### src/rtl/atm_cell_arbiter_if.sv
// Queue-side and output-side signal bundle for atm_cell_arbiter.
// master = arbiter, slave = FIFO bank plus output stage.
interface atm_cell_arbiter_if #(
  parameter int N      = 4,
  parameter int DATA_W = 8
);
  localparam int PW = (N > 1) ? $clog2(N) : 1;

  logic [N-1:0]        q_cell_rdy;
  logic [N-1:0]        q_empty;
  logic [N*DATA_W-1:0] q_dout;
  logic [N-1:0]        q_read;
  logic                out_ready;
  logic                out_valid;
  logic [DATA_W-1:0]   out_data;
  logic                out_sop;
  logic                out_eop;
  logic [PW-1:0]       out_port;
  logic                out_abort;

  modport master (
    input  q_cell_rdy, q_empty, q_dout, out_ready,
    output q_read, out_valid, out_data,
    output out_sop, out_eop, out_port, out_abort
  );

  modport slave (
    output q_cell_rdy, q_empty, q_dout, out_ready,
    input  q_read, out_valid, out_data,
    input  out_sop, out_eop, out_port, out_abort
  );
endinterface

### src/rtl/atm_cell_arbiter.sv
// Whole-cell round-robin arbiter from N byte FIFOs to one output port.
// ATM_ARB_STRICT_PRI_EN selects fixed lowest-index priority instead.
module atm_cell_arbiter #(
  parameter int N        = 4,
  parameter int DATA_W   = 8,
  parameter int CELL_LEN = 53
) (
  input logic clk,
  input logic rst,
  atm_cell_arbiter_if.master bus
);
  localparam int PW = (N > 1) ? $clog2(N) : 1;

  localparam logic [1:0] S_IDLE  = 2'd0;
  localparam logic [1:0] S_READ  = 2'd1;
  localparam logic [1:0] S_DRAIN = 2'd2;

  localparam logic [5:0] LEN  = 6'(CELL_LEN);
  localparam logic [5:0] LAST = 6'(CELL_LEN - 1);

  if (CELL_LEN > 63 || CELL_LEN < 2) begin : g_bad_len
    $error("CELL_LEN must be in 2..63");
  end

  logic [1:0]    r_state;
  logic [5:0]    r_cnt;
  logic [PW-1:0] r_gnt;
  logic          r_valid;
  logic          r_sop;
  logic          r_eop;

  logic [PW-1:0] w_gnt;
  logic [PW-1:0] w_nxt;
  logic [N-1:0]  w_qrd;
  logic          w_req;
  logic          w_empty;
  logic          w_rd;
  logic          w_last;

  assign w_req   = |bus.q_cell_rdy;
  assign w_empty = bus.q_empty[r_gnt];
  assign w_rd    = (r_state == S_READ)
                && (r_cnt < LEN)
                && !w_empty;
  assign w_last  = w_rd && (r_cnt == LAST);
  assign w_nxt   = (r_gnt == PW'(N - 1))
                 ? '0 : r_gnt + 1'b1;

`ifdef ATM_ARB_STRICT_PRI_EN
  always_comb begin
    w_gnt = '0;
    for (int k = N - 1; k >= 0; k--) begin
      if (bus.q_cell_rdy[k]) w_gnt = PW'(k);
    end
  end
`else
  logic [PW-1:0] r_rr;
  logic [PW-1:0] w_idx;
  logic          w_hit;

  // first requester at or above r_rr, wrapping
  always_comb begin
    w_gnt = '0;
    w_idx = '0;
    w_hit = 1'b0;
    for (int k = 0; k < N; k++) begin
      w_idx = PW'((int'(r_rr) + k) % N);
      if (!w_hit && bus.q_cell_rdy[w_idx]) begin
        w_hit = 1'b1;
        w_gnt = w_idx;
      end
    end
  end

  always_ff @(posedge clk) begin
    if (rst) begin
      r_rr <= '0;
    end else if (r_state == S_READ) begin
      if (w_empty || w_last) r_rr <= w_nxt;
    end
  end
`endif

  always_comb begin
    w_qrd = '0;
    if (w_rd) w_qrd[r_gnt] = 1'b1;
  end

  always_ff @(posedge clk) begin
    if (rst) begin
      r_state <= S_IDLE;
      r_cnt   <= '0;
      r_gnt   <= '0;
      r_valid <= 1'b0;
      r_sop   <= 1'b0;
      r_eop   <= 1'b0;
    end else begin
      r_valid <= w_rd;
      r_sop   <= w_rd && (r_cnt == 6'd0);
      r_eop   <= w_last;
      unique case (r_state)
        S_IDLE: begin
          if (bus.out_ready && w_req) begin
            r_state <= S_READ;
            r_gnt   <= w_gnt;
            r_cnt   <= '0;
          end
        end
        S_READ: begin
          if (w_empty) begin
            r_state <= S_IDLE;
          end else if (w_rd) begin
            r_cnt <= r_cnt + 6'd1;
            if (w_last) r_state <= S_DRAIN;
          end
        end
        S_DRAIN: r_state <= S_IDLE;
        default: r_state <= S_IDLE;
      endcase
    end
  end

  assign bus.q_read    = w_qrd;
  assign bus.out_valid = r_valid;
  assign bus.out_sop   = r_sop;
  assign bus.out_eop   = r_eop;
  assign bus.out_port  = r_gnt;
  assign bus.out_data  =
    bus.q_dout[int'(r_gnt)*DATA_W +: DATA_W];
  // underrun flagged alongside the last byte read
  assign bus.out_abort = (r_state == S_READ)
                      && w_empty;
endmodule

### src/flat_wrapper.sv
// flat-port wrapper written by rule: the top's interface ports become plain ports
module atm_cell_arbiter_flat 
#(
  parameter int N        = 4,
  parameter int DATA_W   = 8,
  parameter int CELL_LEN = 53
)
  (clk, rst, bus_q_cell_rdy, bus_q_empty, bus_q_dout, bus_out_ready, bus_q_read, bus_out_valid, bus_out_data, bus_out_sop, bus_out_eop, bus_out_port, bus_out_abort);
  atm_cell_arbiter_if #(.N(N), .DATA_W(DATA_W)) bus_i ();
  input logic clk;
  input logic rst;
  input wire logic [$bits(bus_i.q_cell_rdy)-1:0] bus_q_cell_rdy;
  input wire logic [$bits(bus_i.q_empty)-1:0] bus_q_empty;
  input wire logic [$bits(bus_i.q_dout)-1:0] bus_q_dout;
  input wire logic [$bits(bus_i.out_ready)-1:0] bus_out_ready;
  output wire logic [$bits(bus_i.q_read)-1:0] bus_q_read;
  output wire logic [$bits(bus_i.out_valid)-1:0] bus_out_valid;
  output wire logic [$bits(bus_i.out_data)-1:0] bus_out_data;
  output wire logic [$bits(bus_i.out_sop)-1:0] bus_out_sop;
  output wire logic [$bits(bus_i.out_eop)-1:0] bus_out_eop;
  output wire logic [$bits(bus_i.out_port)-1:0] bus_out_port;
  output wire logic [$bits(bus_i.out_abort)-1:0] bus_out_abort;
  assign bus_i.q_cell_rdy = bus_q_cell_rdy;
  assign bus_i.q_empty = bus_q_empty;
  assign bus_i.q_dout = bus_q_dout;
  assign bus_i.out_ready = bus_out_ready;
  assign bus_q_read = bus_i.q_read;
  assign bus_out_valid = bus_i.out_valid;
  assign bus_out_data = bus_i.out_data;
  assign bus_out_sop = bus_i.out_sop;
  assign bus_out_eop = bus_i.out_eop;
  assign bus_out_port = bus_i.out_port;
  assign bus_out_abort = bus_i.out_abort;
  atm_cell_arbiter #(.N(N), .DATA_W(DATA_W), .CELL_LEN(CELL_LEN)) u_core (.clk(clk), .rst(rst), .bus(bus_i));
endmodule
### config.mk
export PLATFORM = sky130hd
export DESIGN_NAME = atm_cell_arbiter_flat
export DESIGN_NICKNAME = d
export VERILOG_FILES = /design/src/rtl/atm_cell_arbiter_if.sv /design/src/rtl/atm_cell_arbiter.sv /design/src/flat_wrapper.sv
export SDC_FILE = /design/constraint.sdc
export NUM_CORES = 1
export LEC_CHECK = 0
export CAP_MARGIN = 20
export CORE_MARGIN = 2
export CORE_UTILIZATION = 35
export DETAILED_ROUTE_END_ITERATION = 8
export GPL_TIMING_DRIVEN = 0
export PLACE_DENSITY = 0.77
export SLEW_MARGIN = 30
export SYNTH_ARGS = -nofsm -noshare
export SYNTH_HDL_FRONTEND = slang
export SYNTH_SLANG_ARGS = --single-unit
### constraint.sdc
create_clock -name clk -period 1.5 [get_ports clk]
set_input_delay 0.3 -clock clk [delete_from_list [all_inputs] [get_ports clk]]
set_output_delay 0.3 -clock clk [all_outputs]
set_load 0.005 [all_outputs]
======== Word level (Yosys, flattened, before mapping) ========
Index checks and enable logic that the tools add are counted.
storage, ports and cells
  register bits after elaboration ......... 15
  input bits .............................. 43
  output and inout port bits .............. 18
  word-level logic and storage cells ...... 81
operators by class
  $add $sub $neg .......................... 5
  order comparisons ....................... 7
  equality and inequality tests ........... 8
  shift-type cells ........................ 1
  muxes and demuxes ....................... 30
  reductions and logical operators ........ 23
operator list
  cell                   count
  $shiftx A32 B6 Y8      1
  $mux W2                9
  $mux W6                3
  $lt A2 B3 Y1 const B   5
  $pmux W6 S2            1
  $bmux W1 S2            5
  $logic_and A1 B1 Y1    10
  $mux W1                9
  $add A6 B1 Y6 const B  1
  $eq A6 B6 Y1 const B   1
  $logic_not A6 Y1       1
  $lt A6 B6 Y1 const B   1
  $ne A3 B1 Y1 const B   2
  $add A2 B1 Y2 const B  2
  $add A2 B2 Y2 const B  2
  $logic_not A1 Y1       4
  $mux W4                1
  $ne A2 B1 Y1 const B   2
  $pmux W2 S2            1
  $reduce_and A2 Y1      2
  $reduce_and A4 Y1      1
  $reduce_or A4 Y1       1
  $reduce_and A3 Y1      1
  $demux W1 S2           1
  7 further kinds        7

======== Longest topological paths before layout ========
  word-level depth ........................ 12
  mapped depth ............................ 6
  depth with buffers taken out ............ 6

======== Least setup slack after synthesis ========
OpenSTA, ideal clock, no wires.
  kind .................................... register -> output
  start ................................... register u_core.r_gnt[0] (netlist: u_core.bus.out_port[0])
  end ..................................... output bus_q_read[0]
  arrival ................................. 1401 ps
  setup slack ............................. -201 ps
  stages on the path, launching flop included .. 5
  buffers on the path ..................... 1
  path through ............................ dfxtp_1 mux4_2 nor2_4 buf_6 and3_1
between the ends
  longest elaborated chain between the ends .. 5
RTL lines
  item                                                                  line                                            text
  start, declared                                                       atm_cell_arbiter.sv:27                          logic [PW-1:0] r_gnt;
  start signal, assigned                                                atm_cell_arbiter.sv:105                         r_gnt <= w_gnt;
  $lt A2 B3 Y1 (implied by the code), or another cell as far along      atm_cell_arbiter.sv:86                          if (w_rd) w_qrd[r_gnt] = 1'b1;
  $logic_and A1 B1 Y1 (implied by the code) or $mux W1 (tied branches)  atm_cell_arbiter.sv:86, atm_cell_arbiter.sv:41
  $mux W1 (implied by the code) or $logic_not A1 Y1 (tied branches)     atm_cell_arbiter.sv:86, atm_cell_arbiter.sv:44
  $demux W1 S2 or $logic_and A1 B1 Y1 (tied branches)                   --
  $mux W4 (*)                                                           atm_cell_arbiter.sv:86
  end, declared                                                         flat_wrapper.sv:16                              output wire logic [$bits(bus_i.q_read)-1:0] bus_q_read;
Mark *: on every way between the ends. The rest lies on a longest branch, timed or not. The select of a mux whose other input is x is not followed.

======== Worst setup path in the final report ========
  start ................................... input bus_q_empty[1]
  end ..................................... output bus_q_read[2]
between the ends
  longest elaborated chain between the ends .. 5
RTL lines
  item                           line                    text
  start, declared                flat_wrapper.sv:13      input wire logic [$bits(bus_i.q_empty)-1:0] bus_q_empty;
  $bmux W1 S2                    atm_cell_arbiter.sv:41  assign w_empty = bus.q_empty[r_gnt];
  $mux W1 (implied by the code)  atm_cell_arbiter.sv:41
  $logic_not A1 Y1               atm_cell_arbiter.sv:44  && !w_empty;
  $logic_and A1 B1 Y1            atm_cell_arbiter.sv:44
  $mux W4                        atm_cell_arbiter.sv:86
No other way between the ends. The select of a mux whose other input is x is not followed.

==> reports/results.txt <==
The flow ran to the end, but the final reports show violations. The checks that failed: setup timing. STA classifies the critical path startpoint as a primary input. Counting tap cells, the placed design contains a total of 207 instances. At the worst endpoint, the required time is 1200 ps.

The number of global-route vias before repair came out at 1,222. In this run the clock root is driven by a sky130_fd_sc_hd__clkbuf_4. Summing all placed instances gives a cell area of 1740 um^2.

The highest achievable clock rate came out at 0.468 GHz. The maximum clock path buffer count came out at 2. The largest stage delay on the critical path was 530 ps. The startpoint-to-endpoint class of the critical path is primary input to primary output. At the placement stage, the worst setup path has a slack of -979 ps. The relative area change from synthesis to final layout was 98.1%. The die span in x was 59.9 um.

The weighted congestion reported at the end of routability-driven placement is 0.758, and the final critical-path share of the clock period is 142%. The standby leakage power came out at 0.940 nW. Across all layers, the routed design uses 1,370 vias. For this block, the initial DRC count from the detailed router was 66.

The setup clock skew after layout was 9.84 ps; the maximum number of pins on one net before global-route repair was 11. The routed design could run at a clock period as short as 2140 ps. The run gives 280 ps as the clock latency at the later pin of the worst-skew pair. Global routing finished with a remaining overflow of 0. The number of port buffers was 60. Summing every instance area after synthesis gives 1090 um^2. The class of the worst hold path was flip-flop to flip-flop. After clock tree synthesis, the clock-pin slew on the worst setup and hold paths is 90 ps. In this design, the critical path's most frequently occurring cell is sky130_fd_sc_hd__buf_6. For this run, the number of standard cells in the final layout without fillers is 240. The number of hold-repair buffers added at the cts stage is 0, and the maximum fanout along the worst path is 4.

The most used flip-flop cell after synthesis is sky130_fd_sc_hd__dfxtp_1. Synthesis produced a netlist with a net count of 164. For the pin with the worst max-slew slack, the measured transition is 763 ps. Setup violations remaining at the end of the flow were counted as 26. The finished cells cover 2170 um^2.

In this run the count of I/O pins placed on the die edge is 61. The number of enable flip-flop cells after synthesis came out at 0. Among all stages on the critical path, the largest delay is contributed by sky130_fd_sc_hd__mux4_2. The tools report the worst setup slack after layout as -635 ps. The tools report the register area share after synthesis as 27.5%. The tools report the kind of capture point of the worst setup path as a primary output. For the total wire length after detailed routing, the log shows 4650 um.

Setup repair after global routing could not meet its margin everywhere. The cell type with the highest aggregate area in the netlist was sky130_fd_sc_hd__dfxtp_1. By area the synthesized netlist is led by sky130_fd_sc_hd__dfxtp_1 (27%), sky130_fd_sc_hd__mux4_2 (19%), sky130_fd_sc_hd__ha_1 (8.0%).

The logs give 1 for the number of H-tree branching levels and 0 for the final routed DRC violation total. At the worst endpoint, the arrival time is 1840 ps. Setup total negative slack on the finished layout was measured at -9740 ps.

Most frequently used cell type in the post-synthesis netlist: sky130_fd_sc_hd__dfxtp_1. The tools report the effective utilization at floorplan as 36.4%. The vias per cell came out at 5.71. The diode insertion count for antenna repair came out at 0.

The mean post-synth cell area is 9.59 um^2. After synthesis, the most frequently instantiated cells are sky130_fd_sc_hd__dfxtp_1 (15), sky130_fd_sc_hd__nand2_1 (10), sky130_fd_sc_hd__a21oi_1 (9), sky130_fd_sc_hd__mux4_2 (9), sky130_fd_sc_hd__inv_1 (8). The tools report the initial antenna violation count as 0.

Measured against its own limit, the worst slew margin works out to 49.1%. Of all flip-flops after synthesis, the portion carrying an async set or reset was 0%. The detailed-route wire length per cell is 19.4 um, and the sink count of the clock tree is 15. The standard cell core area was 3000 um^2; the height of the die was 59.9 um.

At the end of the flow, the number of nets in the layout was 258. The signal on the critical path passes through clkdlybuf4s50_1 -> mux4_2 -> nor2_4 -> buf_6 -> buf_6 -> and3_4 -> buf_6. The logs give 0 for the max capacitance violation total and 285 uV for the highest ir drop seen on vdd. The power density over the cells works out to 508 nW/um^2.

The post-route netlist has 42.0% of its cells at a drive strength greater than 1. For the global routing usage summed across all routing layers, the log shows 18.7%. The first global-routing pass estimated 5230 um of wire.

The CTS buffer count is 3, and the gate count after technology mapping is 114. The number of synthesis warnings is 0, and the die area is 3590 um^2. The number of pins with negative max-slew slack in the final report is 0, and the remaining number of nets flagged by the antenna check after routing is 0. TritonCTS built the clock tree. The length of the first detailed-routing pass in iterations was 5; the synthesis-stage register bit count was 15. The HPWL after detailed placement was 2510 um; the cell row count was 20.

The hold violation count in the final report was 0; the area fraction of the dominant cell type after synthesis was 27.5%. The count of different cell masters after synthesis came out at 33.
==> power by group <==
group	internal [mW]	switching, mW	total (mW)
clock network	0.103	0.133	0.236
registers	0.408	0.0118	0.420
logic	0.273	0.170	0.443
==> through the flow <==
| stage | hold slack [ps] | total power, mW | util (%) |
|---|---|---|---|
| floorplan | 466 | 0.562 | - |
| global placement | 486 | 0.754 | 58.1 |
| detailed placement | 506 | 0.761 | 58.1 |
| CTS | 521 | 1.02 | 63.5 |
| global route | 593 | 1.14 | 72.1 |
| finish | 562 | 1.10 | 72.1 |
==> layout make-up <==
| class | instances | area, um^2 |
|---|---|---|
| plain buffers | 4 | 40.0 |
| clock buffers | 4 | 26.3 |
| fillers | 193 | 837 |
| inverters | 8 | 30.0 |
| multi-input cells | 87 | 886 |
| flip-flops and latches | 15 | 314 |
| well taps | 33 | 41.3 |
| repair buffers | 89 | 828 |
==> path summary, 6_finish.rpt <==
path,startpoint,to,slack (ps),cells past startpoint
worst max-delay path,bus_q_empty[1],bus_q_read[2],-640,7
worst min-delay path,u_core.r_rr[1],u_core.r_rr[1],560,2
worst max register to register,u_core.bus.out_port[0],u_core.r_cnt[3],-390,8
worst min register to register,u_core.r_rr[1],u_core.r_rr[1],560,2
==> worst max-delay path: cells and delay by family <==
| family | cells | cell delay [ps] |
|---|---|---|
| buffers and inverters | 4 | 710 |
| AND/OR/NAND/NOR | 2 | 300 |
| multiplexers | 1 | 530 |
==> registers in the layout, indices dropped and copies added, names as in the netlist <==
signal,flops
u_core.bus.out_port,2
u_core.r_state,2
u_core.r_cnt,6
u_core.r_rr,2
u_core.bus.out_valid,1
u_core.bus.out_eop,1
u_core.bus.out_sop,1
==> metal layers <==
metal	global-route usage, %	vias up	part of all wire, %
met5	0	-	0
met4	7.62	0	4.3
met3	3.46	16	11
met2	35.6	107	51
met1	19.8	638	34
li1	-	609	-
==> placed cells by master, fill, tap and decap left out, drive strengths merged, types with 5 or more instances in the layout <==
cell type	instances
clkbuf	15
mux4	9
dfxtp	15
buf	35
nor2b	5
clkdlybuf4s50	38
nand2	11
nand2b	5
inv	8
and3	6
ha	7
nor2	5
dlygate4sd2	5
a21oi	10
==> cells by family (layout without fill, tap and decap cells) <==
| group | Yosys count | after routing | share of synthesized area [%] |
|---|---|---|---|
| AND/OR/NAND/NOR | 51 | 51 | 28.4 |
| buffers and inverters | 12 | 105 | 4.92 |
| multiplexers | 13 | 13 | 22.3 |
| flip-flops | 15 | 15 | 27.5 |
| adder cells (fa/ha/maj) | 7 | 7 | 8.01 |
| AO/OA/AOI/OAI | 16 | 16 | 8.92 |
==> what timing repair did <==
| action | 4_1_cts | 5_1_grt |
|---|---|---|
| gates cloned | 0 | 1 |
| resized for setup | 45 | 53 |
| endpoints found under the setup margin | 29 | 30 |
| pin swaps | 9 | 13 |
| setup buffers | 11 | 20 |
Note: power is estimated with default switching activity, not from simulation.
